===== src/rtl/sqrt_arb_pkg.sv =====
`default_nettype none
// ============================================================================
// Module      : sqrt_arb_pkg
// Description : Shared types and constants for the square-root arbiter.
//               Holds the FSM state encoding, the datapath width and the
//               requester-index width helper.
// Ports       : none (package)
// Config      : none
// Revision    : 1.0 - initial release
// ============================================================================
package sqrt_arb_pkg;

  localparam int DATA_W = 32;

  typedef enum logic [2:0] {
    IDLE  = 3'd0,
    GRANT = 3'd1,
    START = 3'd2,
    WAIT  = 3'd3,
    RESP  = 3'd4
  } state_t;

  // Width of a requester index; never below one bit.
  function automatic int ID_W(input int n);
    return (n > 1) ? $clog2(n) : 1;
  endfunction

endpackage
`default_nettype wire


===== src/rtl/sqrt.sv =====
`default_nettype none
// ============================================================================
// Module      : sqrt
// Description : Iterative integer square-root core, one result bit per cycle
//               (restoring digit-by-digit method). result_o = floor(sqrt(a_i)).
//               valid_o rises when a result is ready, stays high until the
//               next accepted start_i, and is cleared on that accept.
// Ports       : clk_i    - clock
//               rst_i    - synchronous active-high reset
//               start_i  - accept a_i and begin a computation
//               a_i      - operand
//               valid_o  - result ready (level)
//               result_o - root, zero-extended to DATA_W
// Config      : none
// Revision    : 1.0 - initial release
// ============================================================================
module sqrt #(
  parameter int DATA_W = 32
) (
  input  logic              clk_i,
  input  logic              rst_i,
  input  logic              start_i,
  input  logic [DATA_W-1:0] a_i,
  output logic              valid_o,
  output logic [DATA_W-1:0] result_o
);

  localparam int ROOT_W = DATA_W / 2;
  // Partial remainder never exceeds 2*root+1 before the shift, so two spare
  // bits above the 2-bit digit shift are enough.
  localparam int REM_W  = ROOT_W + 4;
  localparam int CNT_W  = $clog2(ROOT_W) + 1;

  logic [DATA_W-1:0] x;
  logic [REM_W-1:0]  rem;
  logic [ROOT_W-1:0] root;
  logic [CNT_W-1:0]  cnt;
  logic              running;

  logic [REM_W-1:0]  rem_sh;
  logic [REM_W-1:0]  trial;
  logic              ge;

  always_comb begin
    rem_sh = {rem[REM_W-3:0], x[DATA_W-1 -: 2]};
    trial  = REM_W'({root, 2'b01});
    ge     = (rem_sh >= trial);
  end

  always_ff @(posedge clk_i) begin
    if (rst_i) begin
      x       <= '0;
      rem     <= '0;
      root    <= '0;
      cnt     <= '0;
      running <= 1'b0;
      valid_o <= 1'b0;
    end else if (start_i) begin
      x       <= a_i;
      rem     <= '0;
      root    <= '0;
      cnt     <= CNT_W'(ROOT_W);
      running <= 1'b1;
      valid_o <= 1'b0;
    end else if (running) begin
      x    <= x << 2;
      rem  <= ge ? (rem_sh - trial) : rem_sh;
      root <= {root[ROOT_W-2:0], ge};
      cnt  <= cnt - 1'b1;
      if (cnt == CNT_W'(1)) begin
        running <= 1'b0;
        valid_o <= 1'b1;
      end
    end
  end

  assign result_o = {{(DATA_W-ROOT_W){1'b0}}, root};

endmodule
`default_nettype wire


===== src/rtl/sqrt_arbiter.sv =====
`default_nettype none
// ============================================================================
// Module      : sqrt_arbiter
// Description : Round-robin arbiter sharing one iterative square-root core
//               among NUM_REQ requesters. One operation is in flight at a
//               time; the winner is chosen in IDLE and pulsed on gnt_o in
//               GRANT, the core is started in START, and the result is
//               returned with its requester index in RESP.
// Ports       : clk_i       - clock
//               rst_i       - synchronous active-high reset
//               req_i       - per-requester request
//               a_i         - per-requester operands, slice k = [k*32 +: 32]
//               gnt_o       - one-hot grant pulse
//               rsp_valid_o - result pulse
//               rsp_id_o    - owner of the result
//               rsp_data_o  - floor(sqrt(operand)), held until next result
//               busy_o      - operation in flight
//               perf_cnt_o  - result counter (only with SQRT_ARB_PERF_EN)
// Config      : SQRT_ARB_PERF_EN - adds perf_cnt_o counting rsp_valid_o
// Revision    : 1.0 - initial release
// ============================================================================
module sqrt_arbiter
  import sqrt_arb_pkg::*;
#(
  parameter int NUM_REQ = 4,
  parameter int DATA_W  = sqrt_arb_pkg::DATA_W
) (
  input  logic                            clk_i,
  input  logic                            rst_i,
  input  logic [NUM_REQ-1:0]              req_i,
  input  logic [NUM_REQ*DATA_W-1:0]       a_i,
  output logic [NUM_REQ-1:0]              gnt_o,
  output logic                            rsp_valid_o,
  output logic [ID_W(NUM_REQ)-1:0]        rsp_id_o,
  output logic [DATA_W-1:0]               rsp_data_o,
  output logic                            busy_o
`ifdef SQRT_ARB_PERF_EN
  ,
  output logic [31:0]                     perf_cnt_o
`endif
);

  localparam int IDW = ID_W(NUM_REQ);

  state_t            state;
  logic [IDW-1:0]    last_grant;
  logic [IDW-1:0]    id_q;
  logic [DATA_W-1:0] op_q;
  logic              core_start;
  logic              first_wait;
  logic              core_valid;
  logic [DATA_W-1:0] core_result;

  logic [DATA_W-1:0] ops [NUM_REQ];
  logic [IDW-1:0]    winner;

  for (genvar k = 0; k < NUM_REQ; k++) begin : g_ops
    assign ops[k] = a_i[k*DATA_W +: DATA_W];
  end

  // Round-robin pick starting at last_grant+1. Scanning from the far end
  // down lets the nearest requesting index overwrite any farther one.
  always_comb begin
    int idx;
    idx    = 0;
    winner = '0;
    for (int i = NUM_REQ; i >= 1; i--) begin
      idx = (int'(last_grant) + i) % NUM_REQ;
      if (req_i[IDW'(idx)]) begin
        winner = IDW'(idx);
      end
    end
  end

  always_ff @(posedge clk_i) begin
    if (rst_i) begin
      state       <= IDLE;
      gnt_o       <= '0;
      rsp_valid_o <= 1'b0;
      rsp_id_o    <= '0;
      rsp_data_o  <= '0;
      busy_o      <= 1'b0;
      last_grant  <= IDW'(NUM_REQ - 1);
      id_q        <= '0;
      op_q        <= '0;
      core_start  <= 1'b0;
      first_wait  <= 1'b0;
    end else begin
      gnt_o       <= '0;
      rsp_valid_o <= 1'b0;
      core_start  <= 1'b0;
      case (state)
        IDLE: begin
          if (|req_i) begin
            gnt_o      <= NUM_REQ'(1) << winner;
            op_q       <= ops[winner];
            id_q       <= winner;
            last_grant <= winner;
            busy_o     <= 1'b1;
            state      <= GRANT;
          end
        end
        GRANT: begin
          core_start <= 1'b1;
          state      <= START;
        end
        START: begin
          first_wait <= 1'b1;
          state      <= WAIT;
        end
        WAIT: begin
          first_wait <= 1'b0;
          // The core's valid only reflects the new operation after the
          // accept has taken effect, so the first WAIT cycle is skipped.
          if (!first_wait && core_valid) begin
            rsp_data_o  <= core_result;
            rsp_id_o    <= id_q;
            rsp_valid_o <= 1'b1;
            busy_o      <= 1'b0;
            state       <= RESP;
          end
        end
        RESP: begin
          state <= IDLE;
        end
        default: begin
          state <= IDLE;
        end
      endcase
    end
  end

  sqrt #(
    .DATA_W (DATA_W)
  ) u_sqrt (
    .clk_i    (clk_i),
    .rst_i    (rst_i),
    .start_i  (core_start),
    .a_i      (op_q),
    .valid_o  (core_valid),
    .result_o (core_result)
  );

`ifdef SQRT_ARB_PERF_EN
  always_ff @(posedge clk_i) begin
    if (rst_i) begin
      perf_cnt_o <= '0;
    end else if (rsp_valid_o) begin
      perf_cnt_o <= perf_cnt_o + 32'd1;
    end
  end
`endif

endmodule
`default_nettype wire


===== config.mk =====
export PLATFORM = sky130hd
export DESIGN_NAME = sqrt_arbiter
export DESIGN_NICKNAME = d
export VERILOG_FILES = /design/src/rtl/sqrt_arb_pkg.sv /design/src/rtl/sqrt.sv /design/src/rtl/sqrt_arbiter.sv
export SDC_FILE = /design/constraint.sdc
export NUM_CORES = 1
export LEC_CHECK = 0
export ABC_AREA = 1
export CAP_MARGIN = 40
export CORE_ASPECT_RATIO = 1.75
export CORE_MARGIN = 3
export CORE_UTILIZATION = 52
export DETAILED_ROUTE_END_ITERATION = 6
export HOLD_SLACK_MARGIN = 0.15
export PLACE_DENSITY = 0.89
export SLEW_MARGIN = 20
export SYNTH_ARGS = -nofsm -noshare
export SYNTH_HDL_FRONTEND = slang
export SYNTH_SLANG_ARGS = --single-unit

===== constraint.sdc =====
create_clock -name clk_i -period 2.35 [get_ports clk_i]
set_input_delay 0.5875 -clock clk_i [delete_from_list [all_inputs] [get_ports clk_i]]
set_output_delay 0.5875 -clock clk_i [all_outputs]
set_load 0.05 [all_outputs]

==> reports/results.ini, run 1 <==
[synth]
synth_xor_area_share_pct=0.848
synth.area.mux_share_pct=0
syn_area_um2=8260
synthCells=1319
syn_area_per_cell_um2=6.26
synth_seq_cells=138
synth-adder-area-share_pct=3.03
seq_area_frac_synth_pct=33.5
yosysUniqueCellTypes=37
synth-warning-count=0
synth_top_family_by_area=simple AND/OR/NAND/NOR gates
synth_compound_area_share_pct=10.8
synth-simple-area-share_pct=34.7

[setup_path]
critPathMaxFanout=8
crit_type=register to register
crit_path_start_kind=register
end_kind=register
cp.required_ns=2.69
cp.arrival_ns=2.63

[timing]
setup_ws_ns=0.0550
min_period_ns=2.30
setup_viol=0
max_freq_ghz=0.436
setup_tns_ns=0
drv_slew=0
max_slew.worst_pin.slew_ns=0.551
skew_ns=0.00596
hold_violations=0
min_period_over_period_pct=97.7
holdWs_ns=0.468
slew_headroom_pct=63.1

[clock_tree]
cts_buffer_depth=2
cts_tree=yes
htree_levels=4
cts_buffers=17
clkTransAtPathRegs_ns=0.06
clkLatencyLatePin_ns=0.42
cts-root-buf=clkbuf_16
cts.sinks=138

[power_and_ir_drop]
total_power_mw=10.6
p_leak_nw=5.50
peakVddDrop_uv=595
powerDensity_nw_per_um2=986

[detailed_routing]
first_pass_iters=6
post_drt_wl_per_cell_um=13.8
drt_iter0_drc=546
final_antenna_net_count=0
num_vias=8792
drcViolationCount=0
viasPerCell=5.29
wl_um=23000

[die]
row_count=60
pin_count=174
core_area_um2=15500
die_h_um=173
dieArea_um2=17500
initial_utilization_pct=53.4
dieWidth_um=101

[placement]
routabilityCongestion=0.948
hpwl_um=16200
post-place-ws_ns=-0.237
numPortBuffers=157

[run]
maxCapViolations=0

[cells_and_area]
final_common_cell=nand2_1
drive_above_1_share_pct=6.98
antenna_cells=0
layout.nets=1616
final_cell_mix=259 x nand2_1, 239 x inv_1, 199 x nand3_1
syn_to_final_growth_pct=29.7

[grt]
grt_pass1_vias=8422
gr-total-overflow=0
antenna_found_initial=0
grt_max_degree=65
grt_pass1_wl_um=37500
grt.total_usage_pct=26.0

[outcome]
outcome=finished clean

[worst_hold_path]
min_path_type=input port to register

[cell type report]
| class | instances | area [um2] |
|---|---|---|
| sequential | 138 | 2760 |
| inverter | 247 | 930 |
| multi-input combinational | 860 | 4210 |
| clock buffer | 18 | 439 |
| tap | 186 | 233 |
| clock inverter | 14 | 145 |
| timing repair buffer | 198 | 1990 |
| fill | 1190 | 4760 |
[critical path, stage by stage (launching register included)]
cell and delay (ns):
dfxtp_1 0.31, inv_1 0.09, ha_1 0.38, nand2_1 0.11
nor3_1 0.35, nand2_1 0.10, nand2_1 0.09, nor2_2 0.06
nand2_4 0.14, nor2_4 0.06, clkbuf_4 0.18, buf_4 0.14
a21oi_1 0.19
[cell families (layout without fill, tap and decap cells)]
| group | after synthesis | in the layout |
|---|---|---|
| AO/OA/AOI/OAI | 154 | 154 |
| AND/OR/NAND/NOR | 662 | 662 |
| XOR/XNOR | 8 | 8 |
| adder cells (fa/ha/maj) | 20 | 20 |
| buffers and inverters | 336 | 477 |
| flip-flops | 138 | 138 |
| other | 1 | 16 |
[metal layers]
metal	wire length (um)	track usage [%]	vias to the layer above	part of all wire (%)
li1	-	-	4418	-
met1	8560	27.6	3932	37
met2	12000	46.7	339	52
met3	1250	4.84	103	5.4
met4	1130	14.3	0	4.9
met5	0	0	-	0
[metrics by stage]
| stage | util (%) | cells | instance area (um2) |
|---|---|---|---|
| 2_1_floorplan | - | 1334 | 8310 |
| 3_3_place_gp | 64.7 | 1624 | 10000 |
| 3_5_place_dp | 64.8 | 1625 | 10000 |
| 4_1_cts | 68.6 | 1657 | 10600 |
| 5_1_grt | 69.2 | 1661 | 10700 |
| 6_report | 69.2 | 1661 | 10700 |
[flip-flops by register name, indices dropped and copies added, names as in the netlist]
| name | cells |
|---|---|
| op_q | 32 |
| u_sqrt.x | 32 |
| u_sqrt.rem | 18 |
| rsp_data_o | 16 |
| u_sqrt.root | 16 |
| u_sqrt.cnt | 5 |
| gnt_o | 4 |
| state | 3 |
| id_q | 2 |
| last_grant | 2 |
| rsp_id_o | 2 |
| busy_o | 1 |
| core_start | 1 |
| first_wait | 1 |
| rsp_valid_o | 1 |
| u_sqrt.running | 1 |
| u_sqrt.valid_o | 1 |
[worst paths after layout]
| path | start | endpoint | slack [ns] | cells past startpoint |
|---|---|---|---|---|
| max | u_sqrt.root[2] | u_sqrt.rem[2] | 0.05 | 12 |
| min | rst_i | u_sqrt.x[3] | 0.47 | 2 |
| max reg2reg | u_sqrt.root[2] | u_sqrt.rem[2] | 0.05 | 12 |
| min reg2reg | first_wait | first_wait | 0.47 | 2 |
[synth_stat cells]
| cell | number | area, um2 |
|---|---|---|
| o221ai_1 | 26 | 228 |
| nand2_1 | 262 | 983 |
| buf_6 | 6 | 67.6 |
| and3_1 | 1 | 6.26 |
| o21ai_0 | 46 | 230 |
| nor2_1 | 140 | 526 |
| dfxtp_1 | 138 | 2760 |
| inv_4 | 1 | 6.26 |
| a21oi_1 | 70 | 350 |
| xnor2_1 | 1 | 8.76 |
| nand2_2 | 5 | 31.3 |
| a311oi_1 | 1 | 8.76 |
| buf_2 | 23 | 115 |
| nand3b_1 | 9 | 67.6 |
| o31ai_1 | 1 | 7.51 |
| buf_1 | 6 | 22.5 |
| buf_4 | 21 | 158 |
| and2_1 | 1 | 6.26 |
| a211oi_1 | 3 | 22.5 |
| nand4_1 | 2 | 12.5 |
| nand3_1 | 200 | 1000 |
| nand3_2 | 1 | 10.0 |
| nor2_2 | 1 | 6.26 |
| nor2_4 | 1 | 11.3 |
| clkbuf_1 | 33 | 124 |
| inv_1 | 240 | 901 |
| nand2_4 | 1 | 11.3 |
| a31oi_1 | 1 | 6.26 |
| o21ai_1 | 3 | 15.0 |
| inv_2 | 5 | 18.8 |
| clkinv_1 | 1 | 3.75 |
| nor4_1 | 1 | 6.26 |
| ha_1 | 20 | 250 |
| o211ai_1 | 3 | 22.5 |
| nor3_1 | 37 | 185 |
| conb_1 | 1 | 3.75 |
| xor2_1 | 7 | 61.3 |
[where the power goes]
group	total, mW	internal, mW	switching [mW]
clock	2.65	1.59	1.07
combinational	4.99	1.91	3.07
sequential	2.92	2.68	0.232
total	10.6	6.19	4.37
[repair_timing]
item	4_1_cts	5_1_grt
hold buffers	0	0
resized for setup	0	18
setup endpoints to repair	0	15
buffers inserted	0	4
Power figures use the tool's default switching activity.
==> run 2, diff against run 1 <==
--- a/config.mk
+++ b/config.mk
@@ -13,6 +13,7 @@
 export DETAILED_ROUTE_END_ITERATION = 6
 export HOLD_SLACK_MARGIN = 0.15
 export PLACE_DENSITY = 0.89
+export RECOVER_POWER = 50
 export SLEW_MARGIN = 20
 export SYNTH_ARGS = -nofsm -noshare
 export SYNTH_HDL_FRONTEND = slang
==> constraint.sdc (replaced) <==
create_clock -name clk_i -period 2.25 [get_ports clk_i]
set_input_delay 0.5625 -clock clk_i [delete_from_list [all_inputs] [get_ports clk_i]]
set_output_delay 0.5625 -clock clk_i [all_outputs]
set_load 0.05 [all_outputs]
==> run 2 against run 1 <==
Compared with the run above: the run now ends with DRC left; hold slack worse by 0.024 ns; maximum frequency up 3.0%; die area is the same; sequential share of layout area fell by 0.82 points; sequential power grew 5%; critical endpoint is now u_sqrt.rem[8]; largest cell class unchanged; highest routed layer unchanged.
==> reports/results.ini, run 2 (synthesis results as in run 1) <==
[clock_tree]
cts-root-buf=clkbuf_16  ; unchanged
clkTransAtPathRegs_ns=0.06  ; about the same
cts_buffer_depth=2  ; unchanged
clkLatencyLatePin_ns=0.43  ; was 0.42 ns
htree_levels=4  ; unchanged
cts_buffers=17  ; unchanged
cts_tree=yes  ; unchanged
cts.sinks=138  ; unchanged

[placement]
placed_area_um2=10100  ; was 10,000 um2
post-place-ws_ns=-0.315  ; was -0.237 ns
hpwl_um=16400  ; was 16,200 um
dpl.cell_count=1630  ; was 1,625
numPortBuffers=157  ; unchanged
routabilityCongestion=0.961  ; was 0.948

[timing]
max_slew.worst_pin.slew_ns=0.721  ; was 0.551 ns
max_freq_ghz=0.449  ; was 0.436 GHz
setup_viol=0  ; unchanged
setup_ws_ns=0.0218  ; was 0.0550 ns
slew_headroom_pct=51.9  ; was 63.1%
setup_tns_ns=0  ; unchanged
min_period_ns=2.23  ; was 2.30 ns
hold_violations=0  ; unchanged
drv_slew=0  ; unchanged
min_period_over_period_pct=99.0  ; was 97.7%
holdWs_ns=0.444  ; was 0.468 ns
skew_ns=0.0120  ; was 0.00596 ns

[cells_and_area]
layout.nets=1624  ; was 1,616
drive_above_1_share_pct=8.16  ; was 6.98%
final_cells=1668  ; was 1,661
final_cell_mix=256 x nand2_1, 240 x inv_1, 198 x nand3_1  ; was 259 x nand2_1, 239 x inv_1, 199 x nand3_1
antenna_cells=0  ; unchanged
syn_to_final_growth_pct=33.9  ; was 29.7%
top_regs=op_q (32), u_sqrt.x (32), u_sqrt.rem (18)  ; unchanged
n_fill_cell=1115  ; was 1,190
final_common_cell=nand2_1  ; unchanged
utilization_pct=71.5  ; was 69.2%
seq_area_um2=2760  ; unchanged
multiInputGateArea_um2=4390  ; was 4210 um2
final_area_um2=11100  ; was 10,700 um2

[power_and_ir_drop]
peakVddDrop_uv=651  ; was 595 uV
p_seq_share_pct=26.4  ; was 27.6%
p_leak_nw=5.60  ; was 5.50 nW
netSwitchingFraction_pct=41.8  ; was 41.4%
intPower_mw=6.78  ; was 6.19 mW
combPwrFrac_pct=49.9  ; was 47.2%
p_clk_share_pct=23.6  ; was 25.2%
total_power_mw=11.6  ; was 10.6 mW
powerDensity_nw_per_um2=1050  ; was 986 nW/um2
power.switching_mw=4.86  ; was 4.37 mW

[detailed_routing]
first_pass_iters=7  ; was 6
drcViolationCount=10  ; was 0
viasPerCell=5.49  ; was 5.29
num_vias=9160  ; was 8,792
drt_iter0_drc=728  ; was 546
post_drt_wl_per_cell_um=15.3  ; was 13.8 um
final_antenna_net_count=0  ; unchanged
wl_um=25400  ; was 23,000 um

[setup_path]
cp.arrival_ns=2.60  ; was 2.63 ns
crit_path_start_kind=register  ; unchanged
reg2reg_slack_ns=0.02  ; was 0.05 ns
cp.required_ns=2.62  ; was 2.69 ns
critPathMaxFanout=7  ; was 8
r2r_cells=16  ; was 12
end_kind=register  ; unchanged
crit_type=register to register  ; unchanged

[outcome]
violations=DRC
outcome=finished with violations  ; was finished clean

[worst_hold_path]
whs_path_depth=2  ; unchanged
min_path_type=input port to register  ; unchanged

[run]
maxCapViolations=0  ; unchanged

[die]
die_h_um=173  ; unchanged
dieWidth_um=101  ; unchanged
pin_count=174  ; unchanged
dieArea_um2=17500  ; unchanged
row_count=60  ; unchanged
core_area_um2=15500  ; unchanged
initial_utilization_pct=53.4  ; unchanged

[grt]
antenna_found_initial=0  ; unchanged
grt.total_usage_pct=26.2  ; was 26.0%
grt_pass1_wl_um=38000  ; was 37,500 um
grt_max_degree=65  ; unchanged
gr-total-overflow=0  ; unchanged
grt_pass1_vias=8400  ; was 8,422

## run 2: cell count changes in the layout (fill, tap and decap cells not counted), sizes merged
cell	delta
clkbuf	+8
buf	-1
clkinv	-1
clkinvlp	-1
inv	+1
nor2	+1
## run 2: final cells by class
cell class	count	share of cell area [%]
multi-input combinational	861	39.7
sequential	138	25.0
timing repair buffer	205	19.6
inverter	247	8.41
clock buffer	18	3.88
tap	186	2.10
clock inverter	13	1.31
## run 2: critical path, stage by stage (launching register included)
cell and delay, ns:
dfxtp_1 0.33, inv_1 0.10, ha_4 0.27, a21oi_1 0.16
nand2_1 0.11, nand2_1 0.09, nand2_1 0.10, nand2_1 0.10
nand2_1 0.08, nand2_2 0.09, nand2_4 0.10, buf_4 0.16
nor2_4 0.14, nand2_1 0.09, nand3_1 0.09, nand2_1 0.07
inv_1 0.08
## run 2: final timing paths
path,end,start
max,u_sqrt.rem[8],u_sqrt.root[1]
min,u_sqrt.x[3],rst_i
max reg2reg,u_sqrt.rem[8],u_sqrt.root[1]
min reg2reg,rsp_id_o[1],id_q[1]
## run 2: repair_timing
action | 4_1_cts | 5_1_grt
gates resized for setup | 0 | 38
endpoints found under the hold margin | 0 | 0
setup buffers | 0 | 1
setup endpoints to repair | 0 | 50
hold buffers | 0 | 0
## run 2: power groups by stage
stage	logic [mW]	clock network, mW	registers, mW
floorplan	3.62	0	3.05
detailed placement	5.06	0	3.07
finish	5.81	2.75	3.07
global placement	4.96	0	3.07
CTS	5.10	2.76	3.04
global route	6.39	2.86	3.10
## run 2: routing by layer
layer / wire (um) / up-vias / global-route usage, %
met3: 1710 / 119 / 4.36
met5: 0 / - / 0
met1: 8860 / 4104 / 28.4
met4: 1430 / 0 / 14.9
met2: 13400 / 494 / 46.6
li1: - / 4443 / -
